===== src/rtl/tmds_pkg.sv =====
// Shared types and constants for the TMDS DC-balance stage.
package tmds_pkg;

  localparam int CNT_W_DEFAULT = 6;

  typedef logic [9:0] tmds_sym_t;

  localparam tmds_sym_t CTRL_TOK_00 = 10'b1101010100;
  localparam tmds_sym_t CTRL_TOK_01 = 10'b0010101011;
  localparam tmds_sym_t CTRL_TOK_10 = 10'b0101010100;
  localparam tmds_sym_t CTRL_TOK_11 = 10'b1010101011;

  function automatic tmds_sym_t ctrl_token(input logic [1:0] c);
    tmds_sym_t tok;
    case (c)
      2'b00:   tok = CTRL_TOK_00;
      2'b01:   tok = CTRL_TOK_01;
      2'b10:   tok = CTRL_TOK_10;
      default: tok = CTRL_TOK_11;
    endcase
    return tok;
  endfunction

endpackage


===== src/rtl/ones_count.sv =====
// Combinational popcount of an 8-bit q_m data byte.
module ones_count (
  input  logic [7:0] i_data,
  output logic [3:0] o_ones
);

  logic [3:0] w_partial [0:8];

  assign w_partial[0] = 4'd0;

  generate
    for (genvar gi = 0; gi < 8; gi++) begin : g_acc
      assign w_partial[gi+1] = w_partial[gi] + {3'b000, i_data[gi]};
    end
  endgenerate

  assign o_ones = w_partial[8];

endmodule


===== src/rtl/tmds_stage_two.sv =====
// TMDS DC-balance stage: 9-bit q_m in, registered 10-bit symbol out,
// with a running-disparity counter that persists across data symbols.
module tmds_stage_two
  import tmds_pkg::*;
#(
  parameter int CNT_W = CNT_W_DEFAULT
) (
  input  logic             clk,
  input  logic             n_rst,
  input  logic             in_valid,
  input  logic [8:0]       st2_in,
  input  logic             data_enable,
  input  logic [1:0]       ctrl,
  output logic [9:0]       st2_out,
  output logic             out_valid,
  output logic [CNT_W-1:0] disparity
);

  localparam logic signed [CNT_W-1:0] ZERO  = '0;
  localparam logic signed [CNT_W-1:0] TWO   = CNT_W'(2);
  localparam logic signed [CNT_W-1:0] EIGHT = CNT_W'(8);

  tmds_sym_t               r_sym;
  logic                    r_valid;
  logic signed [CNT_W-1:0] r_cnt;

  tmds_sym_t               w_sym;
  logic signed [CNT_W-1:0] w_cnt_next;
  logic signed [CNT_W-1:0] w_n1_ext;
  logic signed [CNT_W-1:0] w_diff;
  logic [3:0]              w_n1;
  logic [7:0]              w_d;
  logic                    w_xor;
  logic                    w_cnt_zero;
  logic                    w_cnt_neg;
  logic                    w_cnt_pos;

  ones_count u_ones_count (
    .i_data (st2_in[7:0]),
    .o_ones (w_n1)
  );

  assign w_d        = st2_in[7:0];
  assign w_xor      = st2_in[8];
  assign w_n1_ext   = CNT_W'(w_n1);
  // N1 - N0 == 2*N1 - 8
  assign w_diff     = w_n1_ext + w_n1_ext - EIGHT;
  assign w_cnt_zero = (r_cnt == ZERO);
  assign w_cnt_neg  = r_cnt[CNT_W-1];
  assign w_cnt_pos  = !w_cnt_neg && !w_cnt_zero;

  always_comb begin
    w_sym      = r_sym;
    w_cnt_next = r_cnt;
    if (w_cnt_zero || (w_n1 == 4'd4)) begin
      w_sym      = {~w_xor, w_xor, (w_xor ? w_d : ~w_d)};
      w_cnt_next = w_xor ? (r_cnt + w_diff) : (r_cnt - w_diff);
    end else if ((w_cnt_pos && (w_n1 > 4'd4)) || (w_cnt_neg && (w_n1 < 4'd4))) begin
      w_sym      = {1'b1, w_xor, ~w_d};
      w_cnt_next = r_cnt + (w_xor ? TWO : ZERO) - w_diff;
    end else begin
      w_sym      = {1'b0, w_xor, w_d};
      w_cnt_next = r_cnt + w_diff - (w_xor ? ZERO : TWO);
    end
  end

  always_ff @(posedge clk or negedge n_rst) begin
    if (!n_rst) begin
      r_sym   <= CTRL_TOK_00;
      r_valid <= 1'b0;
      r_cnt   <= ZERO;
    end else begin
      r_valid <= in_valid;
      if (in_valid) begin
        if (data_enable) begin
          r_sym <= w_sym;
          r_cnt <= w_cnt_next;
        end else begin
          // Blanking restarts DC balance from a neutral line.
          r_sym <= ctrl_token(ctrl);
          r_cnt <= ZERO;
        end
      end
    end
  end

  assign st2_out   = r_sym;
  assign out_valid = r_valid;
  assign disparity = r_cnt;

endmodule


===== config.mk =====
export PLATFORM = sky130hd
export DESIGN_NAME = tmds_stage_two
export DESIGN_NICKNAME = d
export VERILOG_FILES = /design/src/rtl/tmds_pkg.sv /design/src/rtl/ones_count.sv /design/src/rtl/tmds_stage_two.sv
export SDC_FILE = /design/constraint.sdc
export NUM_CORES = 1
export LEC_CHECK = 0
export CAP_MARGIN = 5
export CORE_MARGIN = 2
export CORE_UTILIZATION = 45
export DETAILED_ROUTE_END_ITERATION = 12
export GPL_TIMING_DRIVEN = 0
export PLACE_DENSITY = 0.7
export SYNTH_ARGS = -nofsm -noshare
export SYNTH_HDL_FRONTEND = slang
export SYNTH_SLANG_ARGS = --single-unit

===== constraint.sdc =====
create_clock -name clk -period 2.6 [get_ports clk]
set_input_delay 0.26 -clock clk [delete_from_list [all_inputs] [get_ports clk]]
set_output_delay 0.26 -clock clk [all_outputs]
set_load 0.03 [all_outputs]

==> summary.txt <==
Status
  – Status: finished, violations left
  – Failing checks: negative setup slack

Final layout
  – Most frequent cells in the layout: clkdlybuf4s50_1 (25), inv_1 (20), nor2_1 (19)
  – Share of cells above drive strength 1: 32.9%
  – Area Growth Syn to Fin: 51.8%
  – Antenna Cells: 0
  – Filler cells: 271
  – Most common cell after layout, fill and taps aside: clkdlybuf4s50_1
  – Final net count: 295
  – Core Util, Final: 71.0%

Placed design
  – Routability cong.: between 0.9 and 1
  – Dpl ws: -2.06 ns
  – HPWL Detailed: ~3000 microns
  – Buffers on Ports: 30

STA
  – RSZ-0062 raised after global routing: true
  – Tightest Pin Transition: 0.750 ns
  – Relative slew slack: 49.9%
  – Hold WS: 0.453 ns
  – Tmin final: 3.70 ns
  – Final Setup Violations: 14
  – Worst setup margin: -1.10 ns
  – Tcrit/Tclk final: 142%
  – Final hold violation count: 0
  – Setup_tns: -12.67 ns
  – Final Max Slew Viols: 0
  – Clock skew: around 0.0013 ns
  – Fmax: 0.270 GHz

Drt
  – DR WL/cell: 15.1 microns
  – Routed Antenna Nets: 0
  – Wl on met1: 2020 microns
  – WL final: 4440 microns
  – Drc violations: 0
  – Iter 0 DRT Violations: 68
  – DR WL met3: roughly 130 microns
  – Pre-antenna DRT Iters: 4
  – Vias post-DR: 1503
  – Met2 WL: 2200 microns
  – Drt via density: 5.11
  – Highest Signal Layer: met4

Worst setup path
  – Crit path buf inv count: 4
  – Critical Path Max Stage Delay: 0.60 ns
  – Top cell by count, worst path: fa_2
  – Worst setup SP type: primary input
  – Crit Path Max Fanout: 3
  – WP data arrival: 3.82 ns
  – Worst Setup End Kind: register
  – Top delay family on crit path: adder cells
  – CP required: 2.72 ns
  – CP max-delay cell: fa_2
  – Cell Chain, Critical Path: buf_8 -> inv_12 -> fa_1 -> fa_1 -> fa_2 -> fa_2 -> inv_2 -> ha_4 -> inv_4 -> fa_2 -> nor2b_4 -> o21ai_2 -> and3_1 -> o31ai_1 -> a21oi_1 -> o22ai_1
  – WS Path Type: in2reg

Flow run
  – Max Cap Viol: 0

Clocking
  – H-tree levels: 1
  – Sink Count: 16
  – Clk slew on worst S/H paths: 0.06 ns
  – Clock buffer count from CTS: 3
  – Clock Latency Late Sink: 0.25 ns
  – CTS tree: built
  – Max Root-Sink Buffers: 2
  – Root buffer cell: clkbuf_8

Power and ir drop
  – Net Sw Frac: 44.3%
  – Leak pwr: 1.14 nW
  – P_sw: between 1.5 and 2 mW
  – Pwr Total: 3.43 mW
  – PD cells: approximately 1300 nW/um^2
  – Peak VDD IR: 0.000927 V
  – Clock power share: under 10%
  – Sequential power share: 12.5%
  – P_int: about 1.9 mW
  – Combinational fraction of design power: 81.1%

Synth
  – Post-synthesis sequential area ratio: a little under a quarter
  – EDFF count, synth: 0
  – Distinct cell type count of the synthesized netlist: 37
  – Yosys reg bits: 16
  – Number of synthesis warnings: 0
  – Syn avg cell area: slightly below 9 sq um
  – Ranking of synthesized cells by area: ha_1 (18%), dfrtp_1 (16%), fa_1 (11%)
  – Syn Inst Count: 193
  – Post-synth top area cell: ha_1
  – Net count after synthesis: 241
  – Syn Std Cell Area: 1710 sq um
  – Predominant post-synthesis flop cell: dfrtp_1
  – Area share of the leading cell type in the synthesized netlist: 17.5%
  – Ys async rst share: 100%

Floorplan
  – Row count: 22
  – Die Ht: 65.7 microns
  – Initial Utilization: about 47%
  – I/O pin count: 32
  – Die ar.: 4310 sq um
  – Die width: 65.7 microns
  – Core area: 3660 sq um

Global routing
  – Number of global-route vias before repair: 1396
  – Largest net degree at the start of global routing: 17
  – Global-route usage over all layers: around a fifth
  – First-pass GRT wire length: between 6000 and 7000 microns
  – Initial antenna violation count: 0
  – Total gr overflow: 0

Worst hold path
  – Hold WC Path Type: in2async
[flip-flops by register name, summed over array words and instances, names as in the netlist]
signal / count
out_valid: 1
st2_out: 10
disparity: 5
[layer usage]
layer  GRT usage, %  up-vias
met1           28.2      715
met3           3.25        8
met2           34.2       34
met5              0        -
li1               -      746
met4           3.13        0
[cell usage after synthesis, drive strengths merged, types with 4 or more instances]
library cell and instances:
xor2 5, inv 28, ha 24, dfrtp 11
a21oi 17, nor2 21, dfstp 5, o22ai 5
clkbuf 4, xnor2 17, nand2 10, o21ai 8
fa 9
[power groups by stage]
stage | logic (mW) | registers (mW) | clock network (mW)
detailed placement | 1.99 | 0.423 | 0
floorplan | 1.41 | 0.550 | 0
CTS | 2.39 | 0.426 | 0.226
global placement | 1.98 | 0.418 | 0
global route | 2.98 | 0.439 | 0.234
finish | 2.78 | 0.429 | 0.219
[worst paths after layout]
path	from	slack, ns	to	cells past startpoint
setup / recovery	st2_in[5]	-1.10	disparity[5]	16
hold / removal	n_rst	0.45	out_valid	1
setup reg to reg	disparity[2]	0.32	disparity[5]	8
hold reg to reg	st2_out[4]	0.49	st2_out[4]	2
max in group asynchronous	n_rst	1.68	st2_out[7]	1
min in group clk	st2_in[0]	0.47	st2_out[0]	4
[stage by stage]
| step | cells | area [sq um] |
|---|---|---|
| global route | 294 | 2600 |
| finish | 294 | 2600 |
| CTS | 290 | 2450 |
| floorplan | 193 | 1790 |
| global placement | 271 | 2150 |
| detailed placement | 271 | 2150 |
[what timing repair did]
action,CTS,global route
pin swaps,22,17
hold buffers,0,0
gates resized for setup,41,16
setup buffers,15,3
endpoints found under the setup margin,14,14
cloned,0,1
[cell families (layout without fill, tap and decap cells)]
kind of cell             count (synthesis)  in the layout  synth area share [%]
other                                    1              1                 0.219
flip-flops                              16             16                  23.8
XOR/XNOR                                22             22                  11.3
AND/OR/NAND/NOR                         39             39                  9.50
multiplexers                             3              3                  2.49
AO/OA/AOI/OAI                           44             44                  16.1
buffers and inverters                   35             88                  8.63
adder cells (fa/ha/maj)                 33             33                  28.1
[final cells by class]
| cell class | instances | area [sq um] | share of cell area (%) |
|---|---|---|---|
| inverter | 29 | 126 | 4.87 |
| buffer | 6 | 47.5 | 1.83 |
| sequential | 16 | 407 | 15.7 |
| clock buffer | 4 | 55.1 | 2.12 |
| multi-input combinational | 142 | 1430 | 54.9 |
| tap | 48 | 60.1 | 2.31 |
| timing repair buffer | 49 | 477 | 18.4 |
(Power assumes the default switching activity.)
==> patch, RTL diff (same flow settings) <==
Register the inputs `in_valid`, `st2_in`, `data_enable` and `ctrl` before use. The logic sees them one clock later.
--- a/src/rtl/tmds_stage_two.sv
+++ b/src/rtl/tmds_stage_two.sv
@@ -20,6 +20,18 @@
   localparam logic signed [CNT_W-1:0] TWO   = CNT_W'(2);
   localparam logic signed [CNT_W-1:0] EIGHT = CNT_W'(8);
 
+  logic in_valid_q;
+  logic [8:0] st2_q;
+  logic data_enable_q;
+  logic [1:0] ctrl_q;
+
+  always_ff @(posedge clk) begin
+    in_valid_q    <= in_valid;
+    st2_q         <= st2_in;
+    data_enable_q <= data_enable;
+    ctrl_q        <= ctrl;
+  end
+
   tmds_sym_t               r_sym;
   logic                    r_valid;
   logic signed [CNT_W-1:0] r_cnt;
@@ -36,12 +48,12 @@
   logic                    w_cnt_pos;
 
   ones_count u_ones_count (
-    .i_data (st2_in[7:0]),
+    .i_data (st2_q[7:0]),
     .o_ones (w_n1)
   );
 
-  assign w_d        = st2_in[7:0];
-  assign w_xor      = st2_in[8];
+  assign w_d        = st2_q[7:0];
+  assign w_xor      = st2_q[8];
   assign w_n1_ext   = CNT_W'(w_n1);
   // N1 - N0 == 2*N1 - 8
   assign w_diff     = w_n1_ext + w_n1_ext - EIGHT;
@@ -70,14 +82,14 @@
       r_valid <= 1'b0;
       r_cnt   <= ZERO;
     end else begin
-      r_valid <= in_valid;
-      if (in_valid) begin
-        if (data_enable) begin
+      r_valid <= in_valid_q;
+      if (in_valid_q) begin
+        if (data_enable_q) begin
           r_sym <= w_sym;
           r_cnt <= w_cnt_next;
         end else begin
           // Blanking restarts DC balance from a neutral line.
-          r_sym <= ctrl_token(ctrl);
+          r_sym <= ctrl_token(ctrl_q);
           r_cnt <= ZERO;
         end
       end
Function: changed (Yosys sat finds a counterexample within 4 cycles, from zero or initial values and one cycle with n_rst low).
==> patch against the original RTL <==
The run still ends with negative setup slack left. Total power grew 15%. Synthesized area up 25%. Non-clock buffer count up 5. Die area rose by 23%. Design area increased by 20%. Combinational power increased by 3%. Wire length up 22%. Worst setup slack got worse by 0.30 ns. Sequential cell count up 13. Critical path type is now reg2reg. Largest cell class unchanged. Largest power group unchanged.
==> patch: results (changes against the original RTL) <==
* Status: finished, violations left
* Failing checks: negative setup slack
* Dominant synthesized flop cell: dfxtp_1
* Int Pwr at 2240 µW (+17%)
* Initial DRC count at 84 (+24%)
* Met2 wire len at 2.84 mm (+29%)
* Placed Area at 2610 µm² (+21%)
* Setup WS post-layout at -1.40 ns (-0.296 ns)
* Crit path DAT at 4.19 ns (+0.37 ns)
* Syn_nets at 276 (+15%)
* Vias at 1860 (+24%)
* Routed wl met3 at 156 µm (+20%)
* Metal-1 WL at 2.29 mm (+14%)
* Vias in the first global route at 1813 (+30%)
* Compound-cell area share of the yosys netlist at 15.7% (-0.41 points)
* CTS Buf Count at 5 (+2)
* H-Tree Depth at 2 (+1)
* Layout cell share with drive strength beyond 1 at 35.7% (+2.7 points)
* Top cells by area, synth: ha_1 14%, dfrtp_1 13%, dfxtp_1 12%, fa_1 9.4%, dfstp_2 6.1%
* Crit. Startpoint: st2_q[2]$_DFF_P_
* Worst min path class: in2reg
* Final Skew at 0.00506 ns (+0.00377 ns)
* Async SR Flop Fraction at 55.2% (-45 points)
* Endpoints failing setup at 14 (unchanged)
* First-pass GRT wire length at 8.43 mm (+27%)
* Synth Area in XOR/XNOR at 4.27% (-7.0 points)
* Commonest cells post-synth: 28 x inv_1, 24 x ha_1, 19 x nor3_1
* Worst-path maximum fanout at 5 (+2)
* Clk_lat worst skew at 0.28 ns (+0.03 ns)
* Final wirelength at 5.44 mm (+22%)
* Routability cong. at 0.850 (-8.5%)
* Sequential cell area fraction in the yosys report at 31.2% (+7.4 points)
* Peak VDD IR at 0.740 mV (-20%)
* GRT Total Usage at 21.0% (+0.60 points)
* Post-synthesis adder-cell area fraction at 23.4% (-4.7 points)
* Worst Max-Slew Pin Slew at 1.13 ns (+0.384 ns)
* Mux contribution to synthesized area at 2.46% (-0.029 points)
* Max FFs per register at 10 (unchanged)
* Final nets at 334 (+13%)
* DP HPWL at 3.78 mm (+26%)
* Leak at 0.00134 µW (+17%)
## patch: cell types whose count changed after synthesis, sizes merged, moves of 5 or more
| cell | delta |
|---|---|
| a21oi | -10 |
| and3 | +8 |
| dfxtp | +13 |
| nand2 | -5 |
| nor2 | -11 |
| nor3 | +20 |
| o22ai | +7 |
| xnor2 | -13 |
## patch: timing repair
| action | in CTS | in global routing |
|---|---|---|
| hold buffers | 0 | 0 |
| pin swaps | 20 | 15 |
| cloned | 1 | 0 |
| resized for setup | 32 | 24 |
| setup buffers | 13 | 7 |
| endpoints found under the setup margin | 14 | 14 |
## patch: metrics by stage
step / total power (µW) / TNS, ns / setup slack [ns] / instances
after floorplan: 2310 / -14.18 / -1.30 / 227
after global placement: 2820 / -18.57 / -1.64 / 311
after detailed placement: 2850 / -19.32 / -1.71 / 311
after CTS: 3710 / -19.21 / -1.50 / 333
after global routing: 4190 / -18.37 / -1.52 / 340
final: 3940 / -17.21 / -1.40 / 340
## patch: final timing paths
| check | end | slack (ns) | cells after the start |
|---|---|---|---|
| max in group asynchronous | st2_out[5]$_DFFE_PN0P_ | 1.69 | 1 |
| min reg2reg | out_valid$_DFF_PN0_ | 0.42 | 0 |
| max reg2reg | disparity[5]$_DFFE_PN0P_ | -1.40 | 14 |
| min in group asynchronous | st2_out[3]$_DFFE_PN0P_ | 0.43 | 1 |
| max | disparity[5]$_DFFE_PN0P_ | -1.40 | 14 |
| min | st2_q[3]$_DFF_P_ | 0.42 | 1 |
## patch: layout make-up
type,instances,area (µm²)
clock inverter,1,5.00
inverter,28,110
clock buffer,7,96.3
buffer,9,66.3
multi-input combinational,161,1620
timing repair buffer,51,488
tap,54,67.6
sequential,29,671
fill,382,1540
## patch: layer usage
| layer | track usage (%) | vias to the layer above |
|---|---|---|
| li1 | - | 910 |
| met1 | 25.0 | 901 |
| met2 | 37.5 | 37 |
| met3 | 4.14 | 12 |
| met4 | 7.61 | 0 |
| met5 | 0 | - |
## patch: power groups by stage
stage	Clock [µW]	Sequential (µW)	Combinational, µW
floorplan	0	819	1490
global placement	0	676	2150
detailed placement	0	675	2180
CTS	407	676	2630
global route	434	696	3060
finish	400	680	2860
## patch: worst max-delay path, cell delays in order (launching register included)
cell and delay, ns:
dfxtp_2 0.33, inv_2 0.04, fa_1 0.55, fa_1 0.43, fa_2 0.37, fa_2 0.41
xnor2_4 0.20, buf_6 0.15, ha_4 0.20, clkbuf_8 0.15, xnor2_4 0.20, nand3_1 0.09
mux2_4 0.29, or3_1 0.32, a22oi_2 0.17
